[config.mk]
export PLATFORM = sky130hd
export DESIGN_NAME = dram_cmd_scheduler
export DESIGN_NICKNAME = d
export VERILOG_FILES = /design/src/rtl/dram_ctrl_pkg.sv /design/src/rtl/dram_open_row_table.sv /design/src/rtl/dram_cmd_scheduler.sv
export SDC_FILE = /design/constraint.sdc
export NUM_CORES = 1
export LEC_CHECK = 0
export BUFFER_PORTS_ARGS = -buffer_cell sky130_fd_sc_hd__buf_2
export CORE_UTILIZATION = 53
export CTS_BUF_LIST = sky130_fd_sc_hd__clkbuf_8 sky130_fd_sc_hd__clkbuf_16
export DETAILED_ROUTE_END_ITERATION = 10
export PLACE_DENSITY = 0.75
export SKIP_LAST_GASP = 1
export SLEW_MARGIN = 20
export SYNTH_ARGS = -nofsm -noshare
export SYNTH_HDL_FRONTEND = slang
export SYNTH_SLANG_ARGS = --single-unit
[constraint.sdc]
create_clock -name clk -period 2.3 [get_ports clk]
set_input_delay 0.115 -clock clk [delete_from_list [all_inputs] [get_ports clk]]
set_output_delay 0.115 -clock clk [all_outputs]
set_load 0.02 [all_outputs]
[src/rtl/dram_ctrl_pkg.sv]
// Shared definitions for the DRAM command path: command encodings, scheduler
// state type and default geometry.
package dram_ctrl_pkg;

  localparam int DEF_NUM_OF_BANKS = 8;
  localparam int DEF_NUM_OF_ROWS  = 128;
  localparam int DEF_NUM_OF_COLS  = 8;
  localparam int DEF_T_REF        = 16;

  localparam int DRAM_BANK_W = $clog2(DEF_NUM_OF_BANKS);
  localparam int DRAM_ROW_W  = $clog2(DEF_NUM_OF_ROWS);
  localparam int DRAM_COL_W  = $clog2(DEF_NUM_OF_COLS);

  typedef logic [1:0] cmd_t;

  localparam cmd_t CMD_ACT = 2'b00;
  localparam cmd_t CMD_RD  = 2'b01;
  localparam cmd_t CMD_WR  = 2'b10;
  localparam cmd_t CMD_PRE = 2'b11;

  typedef enum logic [2:0] {
    ST_IDLE     = 3'd0,
    ST_PRE      = 3'd1,
    ST_ACT      = 3'd2,
    ST_RW       = 3'd3,
    ST_REF_PRE  = 3'd4,
    ST_REF_WAIT = 3'd5
  } state_t;

endpackage

[src/rtl/dram_open_row_table.sv]
// Per-bank open-row tracker: one valid bit and one row register per bank,
// looked up combinationally and updated on acknowledged ACT/PRE commands.
module dram_open_row_table
  import dram_ctrl_pkg::*;
#(
  parameter int  NUM_OF_BANKS = DEF_NUM_OF_BANKS,
  parameter int  ROW_W        = DRAM_ROW_W,
  localparam int BANK_W       = $clog2(NUM_OF_BANKS)
) (
  input  logic                    clk,
  input  logic                    rst_b,
  input  logic [BANK_W-1:0]       lookup_bank_i,
  input  logic [ROW_W-1:0]        lookup_row_i,
  output logic                    hit_o,
  output logic                    open_o,
  input  logic [BANK_W-1:0]       upd_bank_i,
  input  logic [ROW_W-1:0]        upd_row_i,
  input  logic                    set_i,
  input  logic                    clear_i,
  input  logic                    clear_all_i,
  output logic [NUM_OF_BANKS-1:0] open_bank_mask_o
);

  logic [NUM_OF_BANKS-1:0] valid_q, valid_d;
  logic [ROW_W-1:0]        row_q [NUM_OF_BANKS];

  always_comb begin
    // NOTE: every always_comb output gets a default first so no path leaves it unassigned (no latch).
    valid_d = valid_q;
    if (clear_all_i) begin
      valid_d = '0;
    end else begin
      if (clear_i) valid_d[upd_bank_i] = 1'b0;
      if (set_i)   valid_d[upd_bank_i] = 1'b1;
    end
  end

  always_ff @(posedge clk or negedge rst_b) begin
    // NOTE: sequential state uses non-blocking assignments so all registers update from pre-edge values.
    if (!rst_b) valid_q <= '0;
    else        valid_q <= valid_d;
  end

  // NOTE: row storage has no reset; an entry is only ever read while its valid bit is set.
  always_ff @(posedge clk) begin
    if (set_i) row_q[upd_bank_i] <= upd_row_i;
  end

  assign open_o           = valid_q[lookup_bank_i];
  assign hit_o            = valid_q[lookup_bank_i] && (row_q[lookup_bank_i] == lookup_row_i);
  assign open_bank_mask_o = valid_q;

endmodule

[src/rtl/dram_cmd_scheduler.sv]
// Single-request DRAM command sequencer: issues PRE/ACT/RD/WR as needed against
// the open-row table, with refresh (precharge-all + wait) taking priority.
module dram_cmd_scheduler
  import dram_ctrl_pkg::*;
#(
  parameter int  NUM_OF_BANKS = DEF_NUM_OF_BANKS,
  parameter int  NUM_OF_ROWS  = DEF_NUM_OF_ROWS,
  parameter int  NUM_OF_COLS  = DEF_NUM_OF_COLS,
  parameter int  T_REF        = DEF_T_REF,
  localparam int BANK_W       = $clog2(NUM_OF_BANKS),
  localparam int ROW_W        = $clog2(NUM_OF_ROWS),
  localparam int COL_W        = $clog2(NUM_OF_COLS),
  localparam int CNT_W        = (T_REF > 1) ? $clog2(T_REF) : 1
) (
  input  logic                    clk,
  input  logic                    rst_b,
  input  logic                    req_valid,
  output logic                    req_ready,
  input  logic                    req_rw,
  input  logic [BANK_W-1:0]       req_bank,
  input  logic [ROW_W-1:0]        req_row,
  input  logic [COL_W-1:0]        req_col,
  input  logic                    refresh_flag,
  output logic                    refresh_ack,
  output logic                    cmd_req,
  input  logic                    cmd_ack,
  output logic [1:0]              cmd,
  output logic                    cmd_all,
  output logic [BANK_W-1:0]       cmd_bank,
  output logic [ROW_W-1:0]        cmd_row,
  output logic [COL_W-1:0]        cmd_col,
  output logic                    done,
  output logic                    busy,
  output logic [NUM_OF_BANKS-1:0] open_bank_mask
);

  state_t            state_q, state_d;
  logic              cmd_req_q, cmd_req_d;
  cmd_t              cmd_q, cmd_d;
  logic              cmd_all_q, cmd_all_d;
  logic [BANK_W-1:0] cmd_bank_q, cmd_bank_d;
  logic [ROW_W-1:0]  cmd_row_q, cmd_row_d;
  logic [COL_W-1:0]  cmd_col_q, cmd_col_d;
  logic              rw_q, rw_d;
  logic              done_q, done_d;
  logic              refresh_ack_q, refresh_ack_d;
  logic [CNT_W-1:0]  cnt_q, cnt_d;

  logic tbl_hit, tbl_open;
  logic cmd_fire;

  assign cmd_fire = cmd_req_q && cmd_ack;

  dram_open_row_table #(
    .NUM_OF_BANKS (NUM_OF_BANKS),
    .ROW_W        (ROW_W)
  ) u_table (
    .clk              (clk),
    .rst_b            (rst_b),
    .lookup_bank_i    (req_bank),
    .lookup_row_i     (req_row),
    .hit_o            (tbl_hit),
    .open_o           (tbl_open),
    .upd_bank_i       (cmd_bank_q),
    .upd_row_i        (cmd_row_q),
    .set_i            (cmd_fire && (cmd_q == CMD_ACT)),
    .clear_i          (cmd_fire && (cmd_q == CMD_PRE) && !cmd_all_q),
    .clear_all_i      (cmd_fire && (cmd_q == CMD_PRE) && cmd_all_q),
    .open_bank_mask_o (open_bank_mask)
  );

  // Gated by rst_b so no request can appear accepted while reset is held.
  assign req_ready = rst_b && (state_q == ST_IDLE) && !refresh_flag && !refresh_ack_q;

  always_comb begin
    state_d       = state_q;
    cmd_req_d     = cmd_req_q;
    cmd_d         = cmd_q;
    cmd_all_d     = cmd_all_q;
    cmd_bank_d    = cmd_bank_q;
    cmd_row_d     = cmd_row_q;
    cmd_col_d     = cmd_col_q;
    rw_d          = rw_q;
    cnt_d         = cnt_q;
    done_d        = 1'b0;
    refresh_ack_d = 1'b0;

    case (state_q)
      ST_IDLE: begin
        // The refresh_ack cycle masks refresh_flag so the source can drop it.
        if (refresh_flag && !refresh_ack_q) begin
          if (|open_bank_mask) begin
            state_d    = ST_REF_PRE;
            cmd_req_d  = 1'b1;
            cmd_d      = CMD_PRE;
            cmd_all_d  = 1'b1;
            cmd_bank_d = '0;
            cmd_row_d  = '0;
            cmd_col_d  = '0;
          end else begin
            state_d = ST_REF_WAIT;
            cnt_d   = CNT_W'(T_REF - 1);
          end
        end else if (req_valid && req_ready) begin
          // The captured request stays on cmd_bank/row/col for every command it needs.
          cmd_req_d  = 1'b1;
          cmd_all_d  = 1'b0;
          cmd_bank_d = req_bank;
          cmd_row_d  = req_row;
          cmd_col_d  = req_col;
          rw_d       = req_rw;
          if (tbl_hit) begin
            state_d = ST_RW;
            cmd_d   = req_rw ? CMD_WR : CMD_RD;
          end else if (!tbl_open) begin
            state_d = ST_ACT;
            cmd_d   = CMD_ACT;
          end else begin
            state_d = ST_PRE;
            cmd_d   = CMD_PRE;
          end
        end
      end
      ST_PRE: begin
        if (cmd_fire) begin
          state_d = ST_ACT;
          cmd_d   = CMD_ACT;
        end
      end
      ST_ACT: begin
        if (cmd_fire) begin
          state_d = ST_RW;
          cmd_d   = rw_q ? CMD_WR : CMD_RD;
        end
      end
      ST_RW: begin
        if (cmd_fire) begin
          state_d   = ST_IDLE;
          cmd_req_d = 1'b0;
          done_d    = 1'b1;
        end
      end
      ST_REF_PRE: begin
        if (cmd_fire) begin
          state_d   = ST_REF_WAIT;
          cmd_req_d = 1'b0;
          cmd_all_d = 1'b0;
          cnt_d     = CNT_W'(T_REF - 1);
        end
      end
      ST_REF_WAIT: begin
        if (cnt_q == '0) begin
          state_d       = ST_IDLE;
          refresh_ack_d = 1'b1;
        end else begin
          cnt_d = cnt_q - CNT_W'(1);
        end
      end
      default: begin
        state_d   = ST_IDLE;
        cmd_req_d = 1'b0;
      end
    endcase
  end

  always_ff @(posedge clk or negedge rst_b) begin
    if (!rst_b) begin
      state_q       <= ST_IDLE;
      cmd_req_q     <= 1'b0;
      cmd_q         <= CMD_ACT;
      cmd_all_q     <= 1'b0;
      cmd_bank_q    <= '0;
      cmd_row_q     <= '0;
      cmd_col_q     <= '0;
      rw_q          <= 1'b0;
      cnt_q         <= '0;
      done_q        <= 1'b0;
      refresh_ack_q <= 1'b0;
    end else begin
      state_q       <= state_d;
      cmd_req_q     <= cmd_req_d;
      cmd_q         <= cmd_d;
      cmd_all_q     <= cmd_all_d;
      cmd_bank_q    <= cmd_bank_d;
      cmd_row_q     <= cmd_row_d;
      cmd_col_q     <= cmd_col_d;
      rw_q          <= rw_d;
      cnt_q         <= cnt_d;
      done_q        <= done_d;
      refresh_ack_q <= refresh_ack_d;
    end
  end

  assign cmd_req     = cmd_req_q;
  assign cmd         = cmd_q;
  assign cmd_all     = cmd_all_q;
  assign cmd_bank    = cmd_bank_q;
  assign cmd_row     = cmd_row_q;
  assign cmd_col     = cmd_col_q;
  assign done        = done_q;
  assign refresh_ack = refresh_ack_q;
  assign busy        = (state_q != ST_IDLE);

endmodule

==> results of run 1 <==
sequential cells by signal (all words and copies together) (netlist names):
register and count:
u_table.row_q 56, u_table.open_bank_mask_o 8, cmd_row 7, cnt_q 4
cmd_bank 3, cmd_col 3, state_q 3, cmd 2
cmd_all 1, cmd_req 1, done 1, refresh_ack 1
rw_q 1
kinds of logic (layout without fill, tap and decap cells):
group / after synthesis / in the layout / share of synthesized area
flip-flops: 91 / 91 / 0.630
AND/OR/NAND/NOR: 73 / 73 / 0.0964
AO/OA/AOI/OAI: 61 / 61 / 0.101
buffers and inverters: 33 / 96 / 0.0351
multiplexers: 30 / 30 / 0.117
XOR/XNOR: 8 / 8 / 0.0172
adder cells (fa/ha/maj): 1 / 1 / 0.00308
power by group:
part	leakage, nW	total [mW]	switching, mW	internal, mW
clock	0.102	1.09	0.578	0.512
sequential	0.957	2.56	0.406	2.15
combinational	0.914	1.58	0.913	0.666
total	1.97	5.23	1.90	3.33
repair_timing:
| item | in CTS | in global routing |
|---|---|---|
| endpoints found under the hold margin | 38 | 0 |
| hold buffers | 4 | 0 |
| endpoints found under the setup margin | 0 | 0 |
metal layers:
layer / global-route usage / vias to the layer above / wire length, um
met1: 0.331 / 1286 / 3620
met2: 0.368 / 123 / 4160
met4: 0.108 / 0 / 179
met3: 0.0342 / 17 / 675
met5: 0 / - / 0
li1: - / 1245 / -
placed cells by master (no fill, tap or decap), types with 3 or more instances in the layout:
cell            n
clkbuf_8        9
a22o_1         13
nand4_1         6
mux4_2          6
nand3_1         6
xnor2_1         5
o21ai_0        15
nand3b_1        4
edfxtp_1       56
nor3_1          5
mux2_2          3
nor4_1          4
inv_6           3
dlygate4sd3_1   4
nor2b_1         4
buf_4          12
buf_2          47
nand2_1        18
nand2b_1        5
xor2_1          3
inv_1          18
nor2_1         10
dfrtp_1        35
mux4_1          6
a21oi_1        14
mux2i_1        15
per-stage QoR:
stage                     hold WS, ps  std cells  total power [mW]  utilization
after floorplan                  -181        297              3.60            -
after global placement            204        439              4.10        0.605
after detailed placement          210        439              4.15        0.605
after CTS                        10.8        459              5.23        0.637
after global routing             13.8        459              5.49        0.637
final                            20.8        459              5.23        0.637
area by class of cell:
class / count / area [um2]
clock inverter: 7 / 76.3
clock buffer: 9 / 124
fill: 557 / 2660
tap: 99 / 124
inverter: 17 / 63.8
multi-input combinational: 173 / 1360
sequential: 91 / 2560
timing repair buffer: 63 / 365
worst min-delay path by stage:
| stage | slack, ps | from | endpoint | cells past startpoint |
|---|---|---|---|---|
| final | 20 | req_row[4] | cmd_row[4]$_DFFE_PN0P_ | 2 |
| after global routing | 10 | req_row[4] | cmd_row[4]$_DFFE_PN0P_ | 2 |
| after CTS | 10 | req_row[4] | cmd_row[4]$_DFFE_PN0P_ | 2 |
| after detailed placement | 210 | rst_b | refresh_ack$_DFF_PN0_ | 2 |
| after global placement | 200 | rst_b | cnt_q[2]$_DFFE_PN0P_ | 2 |
| after floorplan | -180 | rst_b | cmd[0]$_DFFE_PN0P_ | 0 |
==> results.yml, run 1 <==
critical_path:
  end_kind: "flop"
  crit_end: "cmd[1]$_DFFE_PN0P_"
  cp_num_buf_inv: 1
  path_max_fanout: 11
  worstPathCellList: "nor3_2, inv_1, or3_1, nand4_1, mux2_2, o311a_1"
  startpoint: "state_q[0]$_DFFE_PN0P_"
  cp.required_ps: 2550
  worst-path-stages: 6
  cp_slowest_cell: "dfrtp_1"
  crit_arrival_ps: 2410
  worst_r2r_endpoint: "cmd[1]$_DFFE_PN0P_"
  r2r_slack_ps: 130
  path_class: "reg -> reg"
  path_delay_family: "simple AND/OR/NAND/NOR gates"
  max_stage_delay_ps: 530
  r2r.worst_path.cells: 6
  r2r_start: "state_q[0]$_DFFE_PN0P_"
  worst_setup_path_start_kind: "flop"
floorplan:
  dieArea_mm2: 0.00802
  rows: 31
  floorplan.initialDensity: 0.554
  core_area_mm2: 0.00733
  die_h_um: 89.6
  die_w_um: 89.6
  ios: 48
route:
  vias: 2671
  first_iter_violations: 198
  drt_wl_total_mm: 8.63
  antenna_left: 0
  viasPerCell: 5.82
  firstDrtPassIters: 4
  drc: 0
  routedWlPerCell_um: 18.8
global_route:
  antenna_found_initial: 0
  grt_max_degree: 37
  grtUsageTotal: 0.236
  grt_overflow: 0
  grt_pass1_wl_mm: 13.3
  grt_pass1_vias: 2519
synthesis:
  synth_seq_cells: 91
  synth_edf_count: 56
  yosys.area.top_type: "edfxtp_1"
  yosysUniqueCellTypes: 46
  synth_nets: 317
  synthTopCellsByArea: "edfxtp_1 41%, dfrtp_1 22%, mux4_1 3.9%"
  ys_seq_area_frac: 0.630
  synthArstFlopShare: 0.385
  syn_inst: 297
  syn-cell-area_mm2: 0.00406
  avgSynthCellArea_um2: 13.7
  synth.most_common_cell: "edfxtp_1"
  synth_top_area_frac: 0.414
  yosys-top-cells-count: "56 x edfxtp_1, 35 x dfrtp_1, 18 x nand2_1"
  synth_flop_cell: "edfxtp_1"
  yosys_warnings: 0
hold_path:
  hp-class: "in -> reg"
timing:
  relSlewSlack: 0.657
  slew_violations: 0
  clock_skew_ps: 10.6
  rsz0062_at_grt: "false"
  finalSetupViolCount: 0
  hold_viol_final: 0
  tightest_slew_ps: 512
  clock.fmax_ghz: 0.461
  fin_crit_ps: 2170
  tns_ps: 0
  setup_ws_ps: 133
  fin_crit_sh: 0.942
clock_network:
  clock_latency_ps: 350
  clk_pin_slew_ps: 90
  cts_tree: "done"
  cts_buffer_depth: 2
  cts_root_buf: "clkbuf_8"
  postCtsSetupBuffers: 0
  cts_resized: 0
  ctsHtreeMaxLevel: 3
  cts_buffers: 9
  cts_sinks: 91
pwr:
  leakagePower_nw: 1.97
  ir_worst_vdd_uv: 676
  pwr_density_cell_mw_per_mm2: 1120
placed_design:
  place_hpwl_mm: 5.85
  io_buffers: 47
  gp_congestion: 0.839
  detailed_place.area_mm2: 0.00443
  dp_slack_ps: 132
final_layout:
  area_growth_pct: 15.0
  layout-drive-gt1-share: 0.236
  nets: 375
  finalInstanceArea_mm2: 0.00467
  antenna_cells: 0
flow_run:
  max_cap_violations: 0
status:
  status: "completed"
Note: power is estimated with default switching activity, not from simulation.
==> run 2, diff against run 1 <==
--- a/config.mk
+++ b/config.mk
@@ -9,9 +9,10 @@
 export CORE_UTILIZATION = 53
 export CTS_BUF_LIST = sky130_fd_sc_hd__clkbuf_8 sky130_fd_sc_hd__clkbuf_16
 export DETAILED_ROUTE_END_ITERATION = 10
-export PLACE_DENSITY = 0.75
+export PLACE_DENSITY = 0.74
 export SKIP_LAST_GASP = 1
 export SLEW_MARGIN = 20
 export SYNTH_ARGS = -nofsm -noshare
 export SYNTH_HDL_FRONTEND = slang
+export SYNTH_HIERARCHICAL = 1
 export SYNTH_SLANG_ARGS = --single-unit
==> results.yml, run 2 <==
route:
  antenna_left: 0
  firstDrtPassIters: 5
  drc: 0
  viasPerCell: 5.97
  vias: 3004
  routedWlPerCell_um: 19.4
  first_iter_violations: 327
  drt_wl_total_mm: 9.77
status:
  status: "finished, violations left"
  violations: "negative setup slack"
floorplan:
  die_w_um: 92.4
  core_area_mm2: 0.00781
  floorplan.initialDensity: 0.555
  ios: 48
  dieArea_mm2: 0.00855
  die_h_um: 92.4
  rows: 32
critical_path:
  crit_arrival_ps: 2760
  end_kind: "flop"
  r2r_slack_ps: -200
  path_max_fanout: 3
  crit_end: "cmd[0]$_DFFE_PN0P_"
  startpoint: "u_table/row_q[7][4]$_DFFE_PP_"
  r2r_start: "u_table/row_q[7][4]$_DFFE_PP_"
  worst_r2r_endpoint: "cmd[0]$_DFFE_PN0P_"
  r2r.worst_path.cells: 10
  worst_setup_path_start_kind: "flop"
  cp.required_ps: 2550
  path_class: "reg -> reg"
synthesis:
  synth_top_area_frac: 0.388
  syn_inst: 324
  yosys_warnings: 6
  synthArstFlopShare: 0.385
  synth_flop_cell: "edfxtp_1"
  ys_seq_area_frac: 0.590
  synthTopCellsByArea: "edfxtp_1 39%, dfrtp_1 20%, mux4_2 4.2%"
  synth.most_common_cell: "edfxtp_1"
  synth_seq_cells: 91
  avgSynthCellArea_um2: 13.4
  yosys-top-cells-count: "56 x edfxtp_1, 35 x dfrtp_1, 26 x inv_1"
  yosys.area.top_type: "edfxtp_1"
  synth_edf_count: 56
  synth_nets: 344
  yosysUniqueCellTypes: 67
  syn-cell-area_mm2: 0.00434
final_layout:
  largest_reg_flops: 56
  nets: 416
  final_common_cell: "edfxtp_1"
  final_cell_mix: "56 x edfxtp_1, 47 x buf_2, 31 x buf_4"
  antenna_cells: 0
  fillers: 581
  largest_register: "u_table/row_q"
  regArea_mm2: 0.00257
  layout-drive-gt1-share: 0.344
  area_growth_pct: 15.9
  post-route-util: 0.643
  multi_input_area_mm2: 0.00155
global_route:
  antenna_found_initial: 0
  grt_pass1_vias: 2948
  grt_max_degree: 37
  grt_pass1_wl_mm: 15.6
  grt_overflow: 0
  grtUsageTotal: 0.250
clock_network:
  clock_latency_ps: 360
  ctsHtreeMaxLevel: 3
  cts_buffers: 9
  cts_buffer_depth: 2
  cts_tree: "done"
  clk_pin_slew_ps: 90
  cts_root_buf: "clkbuf_8"
  cts_sinks: 91
timing:
  hold_viol_final: 0
  slew_violations: 0
  relSlewSlack: 0.618
  tightest_slew_ps: 573
  fin_crit_sh: 1.09
  setup_ws_ps: -201
  rsz0062_at_grt: "true"
  tns_ps: -741
  clock.fmax_ghz: 0.400
  clock_skew_ps: 9.03
  finalSetupViolCount: 4
  fin_crit_ps: 2500
pwr:
  pwr_density_cell_mw_per_mm2: 1080
  switchingPower_mw: 2.03
  combPwrFrac: 0.360
  swShare: 0.374
  leakagePower_nw: 2.02
  clkPwrFrac: 0.183
  p_seq_frac: 0.457
  power.internal_mw: 3.39
  ir_worst_vdd_uv: 578
hold_path:
  hp-class: "in -> reg"
placed_design:
  io_buffers: 47
  gp_congestion: 0.843
  place_hpwl_mm: 6.61
flow_run:
  max_cap_violations: 0
run 2: changes by cell type in the layout (fill, tap and decap cells not counted), moves of 9 or more:
cell     change
buf_4       +19
a22o_1      -13
inv_1        +9
mux2i_1      -9
run 2: area by class of cell:
| class | instances | area share |
|---|---|---|
| clock inverter | 7 | 0.0110 |
| clock buffer | 9 | 0.0247 |
| inverter | 27 | 0.0207 |
| timing repair buffer | 80 | 0.0991 |
| sequential | 91 | 0.511 |
| multi-input combinational | 187 | 0.308 |
| tap | 102 | 0.0254 |
run 2: per-stage QoR:
step	std cells	setup WS, ps	cell area, um2	total power [mW]	hold WS [ps]
after floorplan	324	-74.1	4340	3.68	-181
after global routing	503	-396	5020	5.68	30.9
after CTS	503	-216	5020	5.41	5.83
after detailed placement	485	-444	4820	4.42	245
after global placement	485	-330	4820	4.36	242
final	503	-201	5020	5.41	5.75
run 2: repair_timing:
item / CTS / global route
endpoints found under the hold margin: 35 / 0
setup buffers: 1 / 0
gates resized for setup: 6 / 0
pin swaps: 3 / 0
hold buffers: 1 / 0
endpoints found under the setup margin: 4 / 4
run 2: worst min path at each step:
stage                    start                     end  depth (start not counted)
floorplan                rst_b      cmd[0]$_DFFE_PN0P_                          0
global placement         rst_b    cnt_q[2]$_DFFE_PN0P_                          2
detailed placement       rst_b    cnt_q[2]$_DFFE_PN0P_                          2
CTS                 req_col[2]  cmd_col[2]$_DFFE_PN0P_                          3
global route        req_col[0]  cmd_col[0]$_DFFE_PN0P_                          3
finish              req_col[2]  cmd_col[2]$_DFFE_PN0P_                          3
run 2: cells by family (layout without fill, tap and decap cells):
logic type               after synthesis  after routing  synth area share
AO/OA/AOI/OAI                         64             64            0.0976
XOR/XNOR                               7              7            0.0141
buffers and inverters                 46            123            0.0551
multiplexers                          29             29             0.117
AND/OR/NAND/NOR                       85             85             0.122
adder cells (fa/ha/maj)                2              2           0.00519
flip-flops                            91             91             0.590
run 2: critical path, cell delays in order, from the launching register on:
cell      delay (ps)
edfxtp_1         370
mux4_2           470
mux2i_1          180
xnor2_1          110
nor4_2           320
and4_4           290
buf_4            120
nand2_1           70
a21oi_2          120
o21ai_1           80
mux2_4           260
run 2: layer usage:
layer,wire (um),global-route usage,up-vias
met4,209,0.105,0
met3,694,0.0468,24
li1,-,-,1365
met1,4360,0.356,1474
met5,0,0,-
met2,4510,0.378,141
run 2: power groups by stage:
stage | logic, mW | registers, mW | clock network (mW)
2_1_floorplan | 1.03 | 2.66 | 0
3_3_place_gp | 1.88 | 2.48 | 0
3_5_place_dp | 1.92 | 2.50 | 0
4_1_cts | 1.94 | 2.47 | 1.00
5_1_grt | 2.09 | 2.52 | 1.07
6_report | 1.95 | 2.47 | 0.991
==> run 3, diff against run 2 <==
--- a/config.mk
+++ b/config.mk
@@ -9,7 +9,7 @@
 export CORE_UTILIZATION = 53
 export CTS_BUF_LIST = sky130_fd_sc_hd__clkbuf_8 sky130_fd_sc_hd__clkbuf_16
 export DETAILED_ROUTE_END_ITERATION = 10
-export PLACE_DENSITY = 0.74
+export PLACE_DENSITY = 0.77
 export SKIP_LAST_GASP = 1
 export SLEW_MARGIN = 20
 export SYNTH_ARGS = -nofsm -noshare
==> results.yml, run 3 (synthesized netlist as in run 2, its figures left out) <==
final_layout:
  antenna_cells: 0
  finalInstanceArea_mm2: 0.00506
  instances_no_fill: 505
  final_common_cell: "edfxtp_1"
  final_cell_mix: "56 x edfxtp_1, 47 x buf_2, 33 x buf_4"
  area_growth_pct: 16.7
  largest_register: "u_table/row_q"
  nets: 419
  layout-drive-gt1-share: 0.347
  largest_reg_flops: 56
floorplan:
  die_w_um: 92.4
  rows: 32
  dieArea_mm2: 0.00855
  floorplan.initialDensity: 0.555
  core_area_mm2: 0.00781
  die_h_um: 92.4
  ios: 48
clock_network:
  clk_pin_slew_ps: 90
  cts_buffers: 9
  cts_sinks: 91
  cts_root_buf: "clkbuf_8"
  cts_buffer_depth: 2
  ctsHtreeMaxLevel: 3
  clock_latency_ps: 360
  cts_tree: "done"
global_route:
  grt_max_degree: 37
  grt_pass1_vias: 2989
  grt_pass1_wl_mm: 15.5
  antenna_found_initial: 0
  grtUsageTotal: 0.247
  grt_overflow: 0
pwr:
  finalPower_mw: 5.51
  ir_worst_vdd_uv: 684
  pwr_density_cell_mw_per_mm2: 1090
  leakagePower_nw: 2.04
timing:
  setup_ws_ps: -272
  slew_violations: 0
  tightest_slew_ps: 650
  fin_crit_sh: 1.12
  finalSetupViolCount: 4
  clock.fmax_ghz: 0.389
  relSlewSlack: 0.567
  clock_skew_ps: 15.9
  rsz0062_at_grt: "true"
  fin_crit_ps: 2570
  hold_viol_final: 0
  hold_ws_ps: 12.9
critical_path:
  end_kind: "flop"
  crit_arrival_ps: 2820
  worst_setup_path_start_kind: "flop"
  path_max_fanout: 3
  cp.required_ps: 2550
  path_class: "reg -> reg"
status:
  status: "finished, violations left"
  violations: "negative setup slack"
route:
  drc: 0
  vias: 3062
  routedWlPerCell_um: 19.7
  viasPerCell: 6.06
  antenna_left: 0
  first_iter_violations: 389
  drt_wl_total_mm: 9.95
  firstDrtPassIters: 6
flow_run:
  max_cap_violations: 0
placed_design:
  dp_slack_ps: -393
  dp_cells: 484
  place_hpwl_mm: 6.73
  detailed_place.area_mm2: 0.00481
  gp_congestion: 0.895
  io_buffers: 47
hold_path:
  hp-class: "in -> reg"
run 3: worst paths after layout:
path	startpoint	endpoint	slack, ps	depth (start not counted)
max in group asynchronous	rst_b	u_table/open_bank_mask_o[0]$_DFF_PN0_	1550	3
worst min register to register	cmd_col[0]$_DFFE_PN0P_	cmd_col[0]$_DFFE_PN0P_	550	2
min in group asynchronous	rst_b	cmd_req$_DFFE_PN0P_	370	3
worst min-delay path	req_col[1]	cmd_col[1]$_DFFE_PN0P_	10	3
worst max-delay path	u_table/row_q[7][4]$_DFFE_PP_	cmd[1]$_DFFE_PN0P_	-270	9
worst max register to register	u_table/row_q[7][4]$_DFFE_PP_	cmd[1]$_DFFE_PN0P_	-270	9
run 3: stage by stage:
| stage | TNS, ps | util |
|---|---|---|
| 5_1_grt | -1280 | 0.648 |
| 6_report | -940 | 0.648 |
| 3_5_place_dp | -1340 | 0.616 |
| 3_3_place_gp | -977 | 0.616 |
| 2_1_floorplan | -124 | - |
| 4_1_cts | -787 | 0.646 |
run 3: timing repair:
item	in CTS	in global routing
pin swaps	2	10
endpoints found under the hold margin	36	0
hold buffers	2	0
endpoints found under the setup margin	4	5
setup buffers	2	2
cloned	0	0
resized for setup	5	3
run 3: final cells by class:
type / count / area, um2
clock buffer: 9 / 124
timing repair buffer: 83 / 523
tap: 102 / 128
multi-input combinational: 187 / 1540
inverter: 27 / 104
fill: 580 / 2750
sequential: 91 / 2570
clock inverter: 6 / 71.3
run 3: critical path, stage by stage, from the launching register on:
cell	delay (ps)
edfxtp_1	390
mux4_2	470
mux2i_1	170
xnor2_1	120
nor4_2	360
and4_4	300
mux2i_1	200
a32o_1	140
o21ai_1	60
mux2_4	250
run 3: layer usage:
metal	share of wire	vias up	wire length (um)	GRT usage
met3	0.080	26	799	0.0493
met4	0.023	0	228	0.0990
met5	0	-	0	0
met1	0.44	1525	4410	0.358
li1	-	1365	-	-
met2	0.45	146	4520	0.369
run 3: power breakdown:
part | internal (mW) | switching (mW) | total [mW]
clock | 0.508 | 0.580 | 1.09
sequential | 2.14 | 0.347 | 2.48
combinational | 0.849 | 1.09 | 1.94
total | 3.49 | 2.02 | 5.51
